--- src/rtl/add_rc_controller_pkg.sv ---
// rtl/add_rc_controller_pkg.sv - shared Keccak AddRc constants and controller state encoding
//
// Purpose : round-pipeline geometry defaults and the sequencer state type,
//           imported by the AddRc controller and its sub-blocks.
// Contents: SLICES, ROUNDS, ROUND_W defaults; ctrlState_t (3-bit encoding).

package add_rc_controller_pkg;

   localparam int SLICES  = 64;   // slices per Keccak state
   localparam int ROUNDS  = 24;   // legal round indices are 0..ROUNDS-1
   localparam int ROUND_W = 5;    // width of round index / cycleNum

   typedef enum logic [2:0] {
      IDLE    = 3'd0,
      CLEAR   = 3'd1,
      WAIT_IN = 3'd2,
      OUT     = 3'd3,
      DONE    = 3'd4
   } ctrlState_t;

endpackage

--- src/rtl/add_rc_controller_register.sv ---
// rtl/add_rc_controller_register.sv - N-bit enabled register with synchronous clear
//
// Purpose : generic holding register; used to latch the round index.
// Ports   : clk  in  1   rising-edge clock
//           rst  in  1   synchronous active-high clear (q <= 0)
//           en   in  1   load enable
//           d    in  N   data in
//           q    out N   registered data

module add_rc_controller_register #(
   parameter int N = 5
) (
   input  logic         clk,
   input  logic         rst,
   input  logic         en,
   input  logic [N-1:0] d,
   output logic [N-1:0] q
);

   always_ff @(posedge clk) begin
      if (rst) begin
         q <= '0;
      end else if (en) begin
         q <= d;
      end
   end

endmodule

--- src/rtl/add_rc_controller.sv ---
// rtl/add_rc_controller.sv - sequencing FSM for the Keccak AddRc (iota) datapath
//
// Purpose : per round, latch the round index, clear the slice counter and output
//           register, then walk all slices with one load per upstream handshake
//           and one counter advance per downstream acceptance; pulse done at end.
// Ports   : clk, rst                 clock, synchronous active-high reset
//           start, round             round request and its index (IDLE only)
//           busy, done, roundErr     status: in round / end pulse / bad index pulse
//           inValid, inReady         upstream slice handshake
//           outValid, outReady       downstream slice handshake
//           sliceCntCo               datapath counter at last slice
//           sliceCntEn, sliceCntClr  datapath counter control
//           ldReg, clrReg            datapath output register control
//           cycleNum                 latched round index for the RC lookup

module add_rc_controller
   import add_rc_controller_pkg::*;
#(
   parameter int ROUNDS  = add_rc_controller_pkg::ROUNDS,
   parameter int ROUND_W = add_rc_controller_pkg::ROUND_W
) (
   input  logic               clk,
   input  logic               rst,
   input  logic               start,
   input  logic [ROUND_W-1:0] round,
   output logic               busy,
   output logic               done,
   output logic               roundErr,
   input  logic               inValid,
   output logic               inReady,
   output logic               outValid,
   input  logic               outReady,
   input  logic               sliceCntCo,
   output logic               sliceCntEn,
   output logic               sliceCntClr,
   output logic               ldReg,
   output logic               clrReg,
   output logic [ROUND_W-1:0] cycleNum
);

   // One extra bit so ROUNDS == 2**ROUND_W still compares correctly.
   localparam logic [ROUND_W:0] ROUNDS_EXT = ROUNDS[ROUND_W:0];

   ctrlState_t state;
   ctrlState_t nextState;

   logic roundOk;
   logic acceptStart;
   logic rejectStart;

   assign roundOk     = ({1'b0, round} < ROUNDS_EXT);
   assign acceptStart = (state == IDLE) && start && roundOk;
   assign rejectStart = (state == IDLE) && start && !roundOk;

   // Round index only moves on an accepted start, so it is stable all round.
   add_rc_controller_register #(.N(ROUND_W)) uCycleNum (
      .clk (clk),
      .rst (rst),
      .en  (acceptStart),
      .d   (round),
      .q   (cycleNum)
   );

   always_ff @(posedge clk) begin
      if (rst) begin
         state    <= IDLE;
         roundErr <= 1'b0;
      end else begin
         state    <= nextState;
         roundErr <= rejectStart;
      end
   end

   always_comb begin
      nextState   = state;
      busy        = 1'b0;
      done        = 1'b0;
      inReady     = 1'b0;
      outValid    = 1'b0;
      sliceCntEn  = 1'b0;
      sliceCntClr = 1'b0;
      ldReg       = 1'b0;
      clrReg      = 1'b0;

      unique case (state)
         IDLE: begin
            if (acceptStart) begin
               nextState = CLEAR;
            end
         end
         CLEAR: begin
            busy        = 1'b1;
            sliceCntClr = 1'b1;
            clrReg      = 1'b1;
            nextState   = WAIT_IN;
         end
         WAIT_IN: begin
            busy    = 1'b1;
            inReady = 1'b1;
            if (inValid) begin
               ldReg     = 1'b1;
               nextState = OUT;
            end
         end
         OUT: begin
            // Counter steps only after downstream takes the slice, keeping
            // the RC bit used at load aligned with the slice being loaded.
            busy     = 1'b1;
            outValid = 1'b1;
            if (outReady) begin
               if (sliceCntCo) begin
                  nextState = DONE;
               end else begin
                  sliceCntEn = 1'b1;
                  nextState  = WAIT_IN;
               end
            end
         end
         DONE: begin
            busy        = 1'b1;
            done        = 1'b1;
            sliceCntClr = 1'b1;
            nextState   = IDLE;
         end
         default: begin
            nextState = IDLE;
         end
      endcase
   end

endmodule

--- config.mk ---
export PLATFORM = sky130hd
export DESIGN_NAME = add_rc_controller
export DESIGN_NICKNAME = d
export VERILOG_FILES = /design/src/rtl/add_rc_controller_pkg.sv /design/src/rtl/add_rc_controller_register.sv /design/src/rtl/add_rc_controller.sv
export SDC_FILE = /design/constraint.sdc
export NUM_CORES = 1
export LEC_CHECK = 0
export CORE_AREA = 2 2 39 41
export DETAILED_ROUTE_END_ITERATION = 6
export DIE_AREA = 0 0 41 43
export GPL_TIMING_DRIVEN = 0
export PLACE_DENSITY = 0.72
export SYNTH_ARGS = -nofsm -noshare
export SYNTH_HDL_FRONTEND = slang
export SYNTH_SLANG_ARGS = --single-unit
--- constraint.sdc ---
create_clock -name clk -period 2.1 [get_ports clk]
set_clock_uncertainty 0.05 [all_clocks]
set_input_delay 0.42 -clock clk [delete_from_list [all_inputs] [get_ports clk]]
set_output_delay 0.42 -clock clk [all_outputs]
set_load 0.01 [all_outputs]
# [After elaboration in Yosys (flattened, before gate mapping)]
# Index checks and enable logic that the tools add are counted.
# Widths: inputs -> output; s select.
[word_totals] reg_bits=9 latch_bits=0 ramBits=0 romBits=0 input_bits=11 out_inout_bits=14 memories=0
[op_classes] add_sub_neg=0 multipliers=0 div_mod_pow=0 n_lt_le_gt_ge=1 n_eq_ne=7 shift=0 n_mux=16 bitwise_logic=0 reduce_logical=8
[op_table] operator="$mux 3" count=4
[op_table] operator="$pmux 3 s4" count=1
[op_table] operator="$mux 1" count=11
[op_table] operator="$eq 3x2->1 const B" count=2
[op_table] operator="$ne 2x2->1 const B" count=3
[op_table] operator="$lt 5x5->1 const B" count=1
[op_table] operator="$reduce_or 4->1" count=1
[op_table] operator="$eq 3x1->1 const B" count=1
[op_table] operator="$eq 3x3->1 const B" count=1
[op_table] operator="$logic_and 1x1->1" count=3
[op_table] operator="$logic_not 3->1" count=1
[op_table] operator="$reduce_and 3->1" count=1
[op_table] operator="$reduce_or 2->1" count=1
[op_table] operator="$logic_not 1->1" count=1

# [Logic depth before layout (Yosys ltp)]
[depth] ltp_word=5 mapped_depth=5 ltp_nobuf=3

# [Hierarchy]
# A second synthesis with hierarchy kept.
[unflattened] hier_cells=47 area_unflattened_um2=434.2
[by_module_without_submodules] module="add_rc_controller" n_inst=1 cells_each=31 area_each_um2=254.0
[by_module_without_submodules] module="add_rc_controller_register" n_inst=1 cells_each=16 area_each_um2=180.2

# [Least setup slack after synthesis]
# Ideal clock, no wire load.
[synth_timing] kind="register to register" startpoint="register state[2]" endpoint="register uCycleNum.q[0]" setup_ps=72 t_arrival_ps=1394 required_ps=1978 slack_ps=584 path_stages_with_launch=6 path_buffers=2 period_less_slack_ps=1516 path_cell_list="dfxtp_1 buf_6 or4b_4 buf_6 a21oi_4 mux2i_1"
[synth_between] elab_chain_cells=3
[synth_lines] item="start: declaration" line_no="add_rc_controller.sv:44" text="ctrlState_t state;"
[synth_lines] item="start signal: assignment" line_no="add_rc_controller.sv:69" text="state <= nextState;"
[synth_lines] item="$logic_not 3->1" line_no="add_rc_controller.sv:52" text="assign acceptStart = (state == IDLE) && start && roundOk;"
[synth_lines] item="$logic_and 1x1->1 (2 in a row)" line_no="add_rc_controller.sv:52"
[synth_lines] item="end signal: assignment" line_no="add_rc_controller_register.sv:22" text="q <= '0;"
[synth_lines] item="end signal: assignment" line_no="add_rc_controller_register.sv:24" text="q <= d;"
[synth_lines] item="end: declaration" line_no="add_rc_controller_register.sv:17" text="output logic [N-1:0] q"
# Every way passes these cells.
# A chain may end at the register's enable or synchronous reset.

# [Final worst setup path]
[layout_timing] startpoint="register state[0]" endpoint="output busy"
[layout_between] elab_chain_cells=3 elab_cells_between_ends=6 classes_between="eq/ne: 4; mux: 1; reduce/logical: 1"
[layout_lines] item="$eq 3x2->1 (tied with other cells)" line_no="add_rc_controller.sv:85" text="unique case (state)"
[layout_lines] item="$reduce_or 4->1 (no source line) (*)"
[layout_lines] item="$mux 1 (*)" line_no="add_rc_controller.sv:85"
[layout_lines] item="end: declaration" line_no="add_rc_controller.sv:26" text="output logic busy,"
# Every way passes the cells marked *; elsewhere a longest branch is shown, timed or not.

==> flow_metrics.py <==
metrics = {
    "final_layout": {
        "finalNetCount": 88,
        "drive_gt1_frac": 0.1579,
        "area_growth_pct": 64.80,
        "antennaDiodeCount": 0,
        "final_cell_area_um2": 738.2,
    },
    "floorplan": {
        "dieWidth_um": 41,
        "start_util": 0.3237,
        "ios": 25,
        "fp.dieH_um": 43,
        "die-area_um2": 1763,
        "row_count": 14,
        "core_area_um2": 1384,
    },
    "clock_tree": {
        "cts_sinks": 9,
        "clk_pin_slew_worst_paths_ns": 0.06,
        "cts_buffers": 3,
        "cts_tree": "yes",
        "postCtsSetupBuffers": 0,
        "cts.path.max_buffers": 2,
        "clkLatencyLatePin_ns": 0.25,
        "cts_root_buf": "clkbuf_4",
        "htreeDepth": 1,
    },
    "logic_synthesis": {
        "synth_area_leaders": "dfxtp_1, nand2_1, mux2i_1",
        "synth.net_count": 59,
        "async_flop_share": 0,
        "synth_top_cell_by_area": "dfxtp_1",
        "synth_ff_type": "dfxtp_1",
        "synthCells": 48,
        "synth_top_cell_area_share": 0.4022,
        "yosysSeqAreaShare": 0.4022,
        "syn_area_um2": 447.9,
        "synth-warning-count": 0,
        "ys_top_cells_by_count": "nand2_1, dfxtp_1, nor2_1, mux2i_1, nor3b_1",
        "syn_avg_cell_area_um2": 9.332,
        "synth_edf_count": 0,
        "synth_cell_types": 20,
        "yosysMostFrequentCell": "nand2_1",
        "ys_seq_elements": 9,
    },
    "sta": {
        "slew_headroom": 0.8372,
        "fmax_ghz": 0.4982,
        "tightest_slew_ns": 0.2410,
        "rsz0062_at_grt": "false",
        "setup_viol": 0,
        "drv_slew": 0,
        "fin_crit_ns": 2.007,
        "finalCritPeriodShare": 0.9558,
        "hold_ws_ns": 0.4066,
        "hold_viol": 0,
    },
    "grt": {
        "grt_pass1_vias": 416,
        "grt_pass1_wl_um": 1725,
        "grt_max_degree": 10,
        "grt_antenna_before_repair": 0,
        "grt_overflow_total": 0,
        "grt_usage": 0.1459,
    },
    "placed_design": {
        "place_hpwl_um": 823.6,
        "port_buffers": 24,
        "routabilityCongestion": 0.6339,
        "place_area_um2": 708.2,
    },
    "critical_path": {
        "cp_max_fo": 8,
        "crit_family": "buffers and inverters",
        "crit_type": "reg2out",
        "cp_cell_sequence": "nor2_1 -> xnor2_1 -> clkdlybuf4s50_1",
        "startpoint_type": "flip-flop",
        "crit_buf_inv": 1,
        "worst_ep_arrival_time_ns": 1.54,
        "critPathCaptureType": "output port",
        "cp.required_ns": 1.63,
        "critical_path.max_stage_delay_ns": 0.56,
        "slowest_stage": "clkdlybuf4s50_1",
    },
    "detailed_routing": {
        "wl_per_cell_um": 11.66,
        "drtAntennaViolNets": 0,
        "remaining_drc_errors": 0,
        "drt_iter0_markers": 2,
        "drt-pass1-iter-count": 3,
        "avgViaCountPerCell": 4.978,
        "dr_total_vias": 458,
        "postRouteWirelength_um": 1073,
    },
    "pwr": {
        "powerDensity_nw_per_um2": 594.7,
        "peakVddDrop_mv": 0.2449,
        "total_power_mw": 0.4390,
        "p_leak_nw": 0.2956,
    },
    "job": {
        "drv_cap": 0,
    },
    "outcome": {
        "status": "completed",
    },
    "min_path": {
        "min_path_type": "reg2reg",
    },
}
==> layout by cell type (no fill, tap or decap) <==
| master | netlist | final |
|---|---|---|
| or4b_4 | 1 | 1 |
| o221a_1 | 2 | 2 |
| nor2_1 | 5 | 5 |
| a21oi_4 | 1 | 1 |
| dfxtp_1 | 9 | 7 |
| dlygate4sd2_1 | 0 | 3 |
| nand2_1 | 10 | 10 |
| nor2b_1 | 1 | 1 |
| a21boi_0 | 1 | 1 |
| nor3_1 | 2 | 2 |
| or2_2 | 1 | 1 |
| xnor2_1 | 1 | 1 |
| dfxtp_4 | 0 | 2 |
| buf_6 | 2 | 2 |
| and2_2 | 1 | 1 |
| and4_1 | 1 | 1 |
| clkdlybuf4s50_1 | 0 | 21 |
| clkbuf_4 | 0 | 3 |
| o41ai_1 | 1 | 1 |
| mux2i_1 | 3 | 3 |
| clkbuf_1 | 0 | 1 |
| nor3b_1 | 3 | 3 |
| inv_1 | 1 | 1 |
| and3b_2 | 1 | 1 |
| nor4_1 | 1 | 1 |
==> what timing repair did <==
action | CTS | global route
gates resized for setup | 7 | 0
setup endpoints to repair | 3 | 0
hold buffers | 0 | 0
==> worst paths after layout <==
| path | from | depth (start not counted) | slack [ns] | endpoint |
|---|---|---|---|---|
| setup / recovery | state[0] | 3 | 0.09 | busy |
| hold / removal | uCycleNum.q[2] | 2 | 0.41 | uCycleNum.q[2] |
| setup reg to reg | state[2] | 5 | 0.49 | uCycleNum.q[1] |
| hold reg to reg | uCycleNum.q[2] | 2 | 0.41 | uCycleNum.q[2] |
==> worst min-delay path: stages (launching register included) <==
cell	delay, ns
dfxtp_1	0.31
nand2_1	0.05
mux2i_1	0.05
==> area by class of cell <==
| cell class | count | area, um2 |
|---|---|---|
| tap | 16 | 20.02 |
| multi-input combinational | 36 | 241.5 |
| sequential | 9 | 187.7 |
| inverter | 1 | 3.754 |
| clock buffer | 4 | 26.28 |
| fill | 135 | 645.6 |
| buffer | 2 | 22.52 |
| timing repair buffer | 24 | 236.5 |
==> sequential cells by signal (all words and copies together) (netlist names) <==
name         count
roundErr         1
uCycleNum.q      5
state            3
==> logic make-up after synthesis <==
logic type,Yosys count,share of synthesized area
XOR/XNOR,1,0.01956
buffers and inverters,3,0.05865
AND/OR/NAND/NOR,27,0.3297
AO/OA/AOI/OAI,5,0.1229
flip-flops,9,0.4022
multiplexers,3,0.06704
==> metrics by stage <==
| stage | worst slack [ns] | setup TNS, ns | utilization | instances |
|---|---|---|---|---|
| 4_1_cts | 0.08515 | 0 | 0.5335 | 92 |
| 3_5_place_dp | -0.02254 | -0.02254 | 0.5118 | 88 |
| 6_report | 0.09277 | 0 | 0.5335 | 92 |
| 5_1_grt | 0.04334 | 0 | 0.5335 | 92 |
| 3_3_place_gp | -0.002615 | -0.002615 | 0.5118 | 88 |
| 2_1_floorplan | 0.5844 | 0 | - | 48 |
==> power by group <==
part,leakage (nW),total [mW],switching (mW),internal (mW)
clock,0.0150,0.131,0.0583,0.0731
combinational,0.206,0.114,0.0450,0.0693
sequential,0.0750,0.193,0.0108,0.182
==> metal layers <==
layer / up-vias / GRT usage / part of all wire
met5: - / 0 / 0
met4: 0 / 0.1000 / 0.020
met3: 2 / 0.03141 / 0.048
met2: 14 / 0.2375 / 0.50
met1: 214 / 0.1553 / 0.43
li1: 228 / - / -
No activity file was read; power rests on OpenSTA's default activity.
